`src/rtl/vote_logger.sv`:
```
// Four-candidate vote counter: per-button debounce with one-shot arming,
// a lockout/release FSM, and saturating 8-bit totals.
module vote_logger #(
    parameter int DEBOUNCE_CYCLES = 4,
    parameter int LOCKOUT_CYCLES  = 10
) (
    input  logic       clk,
    input  logic       reset,
    input  logic       mode,
    input  logic       button1,
    input  logic       button2,
    input  logic       button3,
    input  logic       button4,
    output logic [7:0] candidate1_vote,
    output logic [7:0] candidate2_vote,
    output logic [7:0] candidate3_vote,
    output logic [7:0] candidate4_vote,
    output logic       valid_vote_casted
);

    typedef enum logic [1:0] {
        IDLE,
        LOCKOUT,
        WAIT_RELEASE
    } state_t;

    localparam logic [7:0] DEB_MAX   = 8'(DEBOUNCE_CYCLES);
    localparam logic [7:0] DEB_PRE   = 8'(DEBOUNCE_CYCLES - 1);
    localparam logic [7:0] LOCK_LOAD = 8'(LOCKOUT_CYCLES);

    logic [3:0] buttons;
    logic [7:0] deb_cnt [4];
    logic [3:0] armed;
    logic [3:0] qual;

    state_t     state;
    logic [7:0] lock_cnt;
    logic [7:0] votes [4];

    logic       multi;
    logic [1:0] sel;

    assign buttons = {button4, button3, button2, button1};

    // NOTE: all sequential state uses non-blocking assignments so every
    // register samples pre-edge values regardless of statement order.
    always_ff @(posedge clk or posedge reset) begin
        if (reset) begin
            for (int i = 0; i < 4; i++) begin
                deb_cnt[i] <= 8'd0;
            end
            armed <= 4'b1111;
            qual  <= 4'b0000;
        end else begin
            for (int i = 0; i < 4; i++) begin
                if (!buttons[i]) begin
                    deb_cnt[i] <= 8'd0;
                    armed[i]   <= 1'b1;
                    qual[i]    <= 1'b0;
                end else begin
                    if (deb_cnt[i] != DEB_MAX) begin
                        deb_cnt[i] <= deb_cnt[i] + 8'd1;
                    end
                    // Qualify on the edge the counter reaches the window; one shot per hold.
                    qual[i] <= armed[i] && (deb_cnt[i] == DEB_PRE);
                    if (armed[i] && (deb_cnt[i] == DEB_PRE)) begin
                        armed[i] <= 1'b0;
                    end
                end
            end
        end
    end

    assign multi = |(qual & (qual - 4'd1));

    // NOTE: every always_comb output gets a default first so no latch is inferred.
    always_comb begin
        sel = 2'd0;
        for (int i = 0; i < 4; i++) begin
            if (qual[i]) begin
                sel = 2'(i);
            end
        end
    end

    // NOTE: the vote registers are real state that must read zero after reset,
    // so they are reset here rather than left as an unreset memory.
    always_ff @(posedge clk or posedge reset) begin
        if (reset) begin
            state             <= IDLE;
            lock_cnt          <= 8'd0;
            valid_vote_casted <= 1'b0;
            for (int i = 0; i < 4; i++) begin
                votes[i] <= 8'd0;
            end
        end else begin
            valid_vote_casted <= 1'b0;
            case (state)
                IDLE: begin
                    if (!mode && (qual != 4'b0000)) begin
                        if (multi || (votes[sel] == 8'hFF)) begin
                            state <= WAIT_RELEASE;
                        end else begin
                            votes[sel]        <= votes[sel] + 8'd1;
                            valid_vote_casted <= 1'b1;
                            lock_cnt          <= LOCK_LOAD;
                            state             <= LOCKOUT;
                        end
                    end
                end
                LOCKOUT: begin
                    if (lock_cnt <= 8'd1) begin
                        lock_cnt <= 8'd0;
                        state    <= WAIT_RELEASE;
                    end else begin
                        lock_cnt <= lock_cnt - 8'd1;
                    end
                end
                WAIT_RELEASE: begin
                    if (buttons == 4'b0000) begin
                        state <= IDLE;
                    end
                end
                default: state <= IDLE;
            endcase
        end
    end

    assign candidate1_vote = votes[0];
    assign candidate2_vote = votes[1];
    assign candidate3_vote = votes[2];
    assign candidate4_vote = votes[3];

endmodule

```
`config.mk`:
```
export PLATFORM = sky130hd
export DESIGN_NAME = vote_logger
export DESIGN_NICKNAME = d
export VERILOG_FILES = /design/src/rtl/vote_logger.sv
export SDC_FILE = /design/constraint.sdc
export NUM_CORES = 1
export LEC_CHECK = 0
export ABC_AREA = 1
export CAP_MARGIN = 20
export CORE_ASPECT_RATIO = 1.2
export CORE_UTILIZATION = 41
export DETAILED_ROUTE_END_ITERATION = 7
export PLACE_DENSITY = 0.67
export RECOVER_POWER = 25
export SKIP_LAST_GASP = 1
export SLEW_MARGIN = 20
export SYNTH_ARGS = -nofsm -noshare
export SYNTH_HDL_FRONTEND = slang
export SYNTH_SLANG_ARGS = --single-unit
```
`constraint.sdc`:
```
create_clock -name clk -period 3 [get_ports clk]
set_input_delay 0.6 -clock clk [delete_from_list [all_inputs] [get_ports clk]]
set_output_delay 0.6 -clock clk [all_outputs]
set_load 0.01 [all_outputs]
```
After elaboration in Yosys (flattened, before gate mapping)
Index checks and enable logic that the tools add are counted.
{"block": "totals", "reg_bits": 83, "latch_bits": 0, "mem_bits_rw": 0, "mem_bits_ro": 0, "inputBits": 7, "output_inout_bits": 33, "word_cells": 109, "n_memories": 0}
{"block": "classes", "addsub": 7, "multipliers": 0, "div_mod_pow": 0, "order_cmp": 3, "n_eq_ne": 23, "shifts": 0, "n_mux": 41, "n_bitwise": 3, "n_reduce_logical": 16}
{"operator": "$mux 8", "count": 14}
{"operator": "$add 8x1->8 const B", "count": 5}
{"operator": "$bwmux 32", "count": 1}
{"operator": "$eq 8x2->1 const B", "count": 4}
{"operator": "$ne 8x3->1 const B", "count": 4}
{"operator": "$bmux 8 s2", "count": 1}
{"operator": "$demux 8 s2", "count": 1}
{"operator": "$mux 1", "count": 16}
{"operator": "$ne 2x1->1 const B", "count": 8}
{"operator": "$pmux 8 s2", "count": 1}
{"operator": "$mux 2", "count": 6}
{"operator": "$reduce_and 3->1", "count": 3}
{"operator": "$eq 8x8->1 const B", "count": 1}
{"operator": "$le 8x1->1 const B", "count": 1}
{"operator": "$ne 2x2->1 const B", "count": 4}
{"operator": "$sub 8x1->8 const B", "count": 1}
{"operator": "$logic_and 1x1->1", "count": 6}
{"operator": "$pmux 2 s3", "count": 1}
{"operator": "$and 4x4->4", "count": 1}
{"operator": "$logic_not 4->1", "count": 1}
{"operator": "$reduce_bool 4->1", "count": 1}
{"operator": "$reduce_or 4->1", "count": 1}
{"operator": "$sub 4x1->4 const B", "count": 1}
{"operator": "$ge 3x3->1 const B", "count": 1}
{"operator": "other kinds (9)", "count": 9}

Longest topological paths before layout
{"block": "depth", "depth_word": 12, "depth_mapped": 16, "depth_no_buf": 15}

Worst setup path before layout
OpenSTA, ideal clock, no wires.
{"block": "synth_timing", "path_kind": "flip-flop to flip-flop", "start": "register qual[3]", "end": "register votes (netlist bit candidate1_vote[7])", "setup_ps": 121, "arrival_ps": 2094, "required_ps": 2879, "setup_slack_ps": 785, "stages_incl_launch_ff": 16, "path_buffers": 2, "synth_period_minus_slack_ps": 2215, "path_cell_list": "dfrtp_1 > buf_4 > nor2_4 > nand2_4 > inv_2 > nand2_1 > nand3_1 > inv_1 > ha_1 > nand3_1 > nor2_2 > nand2_4 > nand4_4 > buf_4 > o21bai_1 > nand2_1"}
{"block": "synth_via", "elab_chain_len": 9, "word_cells_on_any_way": 21, "classes_between": "add/sub (2); order compare (2); eq/ne (1); mux (7); bitwise (3); reduce/logical (6)"}
{"item": "from (decl)", "line": "34", "source": "logic [3:0] qual;"}
{"item": "from (signal, indexed assignment)", "line": "65", "source": "qual[i] <= armed[i] && (deb_cnt[i] == DEB_PRE);"}
{"item": "parallel branches: the longest is 9 deep, another holds $add 8x1->8"}
{"item": "to (signal, indexed assignment)", "line": "104", "source": "votes[sel] <= votes[sel] + 8'd1;"}
{"item": "to (decl)", "line": "38", "source": "logic [7:0] votes [4];"}
Several ways; the timed one is not identified. The select of a mux whose other input is x is not followed.
A chain may end at the register's enable or synchronous reset.

Worst setup path in the final report
{"block": "layout_timing", "start": "register qual[2]", "end": "register votes (netlist bit candidate1_vote[6])"}
{"block": "layout_via", "elab_chain_len": 10, "word_cells_on_any_way": 22, "classes_between": "add/sub (2); order compare (2); eq/ne (1); mux (8); bitwise (3); reduce/logical (6)"}
{"item": "parallel branches: the longest is 10 deep, another holds $add 8x1->8"}
Several ways; the timed one is not identified. The select of a mux whose other input is x is not followed.

==> metrics <==
top cell type by total area after synthesis=dfrtp_1; Ports=40; Slew headroom=0.234; Post-Synth XOR/XNOR Area=0.0153; Synth top area share=0.432; CTS sink cnt=83; 1st-pass router iterations=8; pwr/cell area=463 nW/um^2; Setup Buffers After CTS=0; FF-to-FF path depth=13; Vias=3863; HPWL after detailed placement=7630 microns; hold wc startpoint=armed[0]; CTS resizes=0; port bufs=39; post-synth cell types=38; largest family of logic cells by synthesized area=simple AND/OR/NAND/NOR gates; Root Buffer=clkbuf_16; Die Wd=98.5 microns; Final Net Count=621; Synth Area per Inst=8.15 sq um; Mapped Area=4580 sq um; Placed Cells=721; hold path depth=2; antenna cells=0; Setup crit end kind=register; CTS tree=built; core area=10700 sq um; worst hold path type=reg2reg; max-slew violations=0; die height=118 microns; GRT Residual Overflow=0; Post-Synthesis Cells=562; H-tree levels=3; Post-Synth Adder-Cell Area=0.0301; clock skew=0.00610 ns; Final min period=2.78 ns; Max VDD drop=256 uV; layout cells sized above 1=0.0758; setup total negative slack=0 ns; final worst-path cycle share=0.926; DIE AREA=11600 sq um; Post-synth EDFFs=0; vias in the first global route=3755; clk buf depth=2; Slew @ Worst Pin=1.14 ns; gr usage total=0.190; initial drt markers=199; worst setup margin=0.223 ns; utilization after layout=0.501; Post-Synth Simple-Gate Area=0.269; Via density=5.25; Cell Rows=41; Starting Density=0.429; pre-CTS WS=0.284 ns; Max-Cap Viols=0; GP Congestion=0.955; outcome=finished, violations left; Synth area leaders=dfrtp_1 43%, inv_1 7.8%, nand3_1 7.5%; mux contribution to synthesized area=0; Min-Delay Endpoint=armed[0]; DRC=3; Mapped Nets=580; most frequent cells in the layout=94 x inv_1, 89 x nand2_1, 79 x dfrtp_1, 69 x nand3_1, 35 x clkdlybuf4s50_1; latest clock arrival within the worst-skew pair=0.34 ns; Worst Path Max Fanout=33; Seq cells post-synth=83; crit path kind=reg2reg; post-synthesis compound-gate area fraction=0.125; RSZ-0062 raised after global routing=no; Post-DRT Antenna Nets=0; sequential share of the synthesized area=0.455; WL per Instance=14.0 microns; global-route wire length before repair=17600 microns; largest net degree at the start of global routing=39; flop-to-flop setup slack=0.22 ns; worst hold margin=0.480 ns; Startpoint Class=register; Async S/R FF share, synth=1.00; initial antenna violation count=0; leading cell type in the layout, fill and taps excluded=inv_1; Ys Warns=0; Final Hold Fails=0; Crit Reg-Reg Startpoint=qual[2]; CP Data Arrival Time=2.99 ns; hold buffer count at cts=0; final setup vio count=0; final wirelength=10300 microns; CTS Buf Count=9; reg2reg end=candidate1_vote[6]; P_leak=0.00249 uW; failing checks=DRC; Syn-to-layout area delta=16.8%; post-route insts no fill=736; Top FF cell, synth=dfrtp_1; clock transition at the registers of the reported paths=0.06 ns; WP data required=3.21 ns; f_max=360 MHz
kinds of logic after synthesis:
logic type      count (synthesis)
fa+ha+maj                      11
buf+inv                       114
simple gates                  252
compound gates                 94
flops                          83
xor+xnor                        8
layer usage:
layer  vias to the layer above  part of all wire  GRT usage
met4                         0             0.029     0.0840
li1                       1917                 -          -
met1                      1832              0.43      0.236
met2                        93              0.50      0.321
met3                        21             0.043     0.0350
met5                         -                 0          0
flip-flops by register name, summed over array words and instances, names as in the netlist:
| register | count |
|---|---|
| deb_cnt | 32 |
| candidate1_vote | 8 |
| candidate2_vote | 8 |
| candidate3_vote | 8 |
| candidate4_vote | 8 |
| lock_cnt | 8 |
| armed | 4 |
| qual | 4 |
| state | 2 |
| valid_vote_casted | 1 |
how the worst max path moves through the flow:
stage | start | to | slack, ns | depth (start not counted)
finish | qual[2] | candidate1_vote[6] | 0.22 | 13
global route | qual[2] | candidate1_vote[6] | 0.03 | 13
CTS | qual[2] | candidate1_vote[6] | 0.26 | 13
detailed placement | qual[2] | candidate1_vote[6] | 0.28 | 13
global placement | qual[2] | candidate2_vote[6] | 0.36 | 13
floorplan | reset | candidate1_vote[0] | 0.27 | 1
where the power goes:
group | internal [uW] | switching [uW] | leakage (uW)
sequential | 1150 | 19.9 | 0.000949
clock | 663 | 445 | 0.000142
combinational | 55.1 | 142 | 0.00140
final cells by class:
cell class	instances	area (sq um)
repair buffers	43	418
well taps	129	161
flip-flops and latches	83	2080
fillers	1012	5330
multi-input cells	365	2010
clock inverters	4	51.3
clock buffers	11	243
inverters	101	380
Yosys cell counts, drive strengths merged (3+ instances only):
library cell	number
ha	11
inv	101
nor2	37
nand3	72
xnor2	3
dfrtp	79
nor3	28
dfstp	4
a21oi	23
nor4	7
o21bai	33
nand4	10
nand2	92
xor2	5
buf	13
o21ai	29
critical path, stage by stage (launching register included):
cell and delay, ns:
dfrtp_1 0.44, nor2_4 0.35, nand2_4 0.15, inv_2 0.17, nand2_1 0.07, nand3_1 0.11
inv_1 0.05, ha_1 0.22, nand3_1 0.10, nor2_2 0.08, nand2_4 0.10, nand4_4 0.40
o21bai_1 0.31, nand2_1 0.08
through the flow:
stage | total power, uW | instance area (sq um)
2_1_floorplan | 1330 | 4580
3_3_place_gp | 1380 | 5070
3_5_place_dp | 1390 | 5070
4_1_cts | 2500 | 5360
5_1_grt | 2580 | 5350
6_report | 2470 | 5350
(Power assumes the default switching activity.)
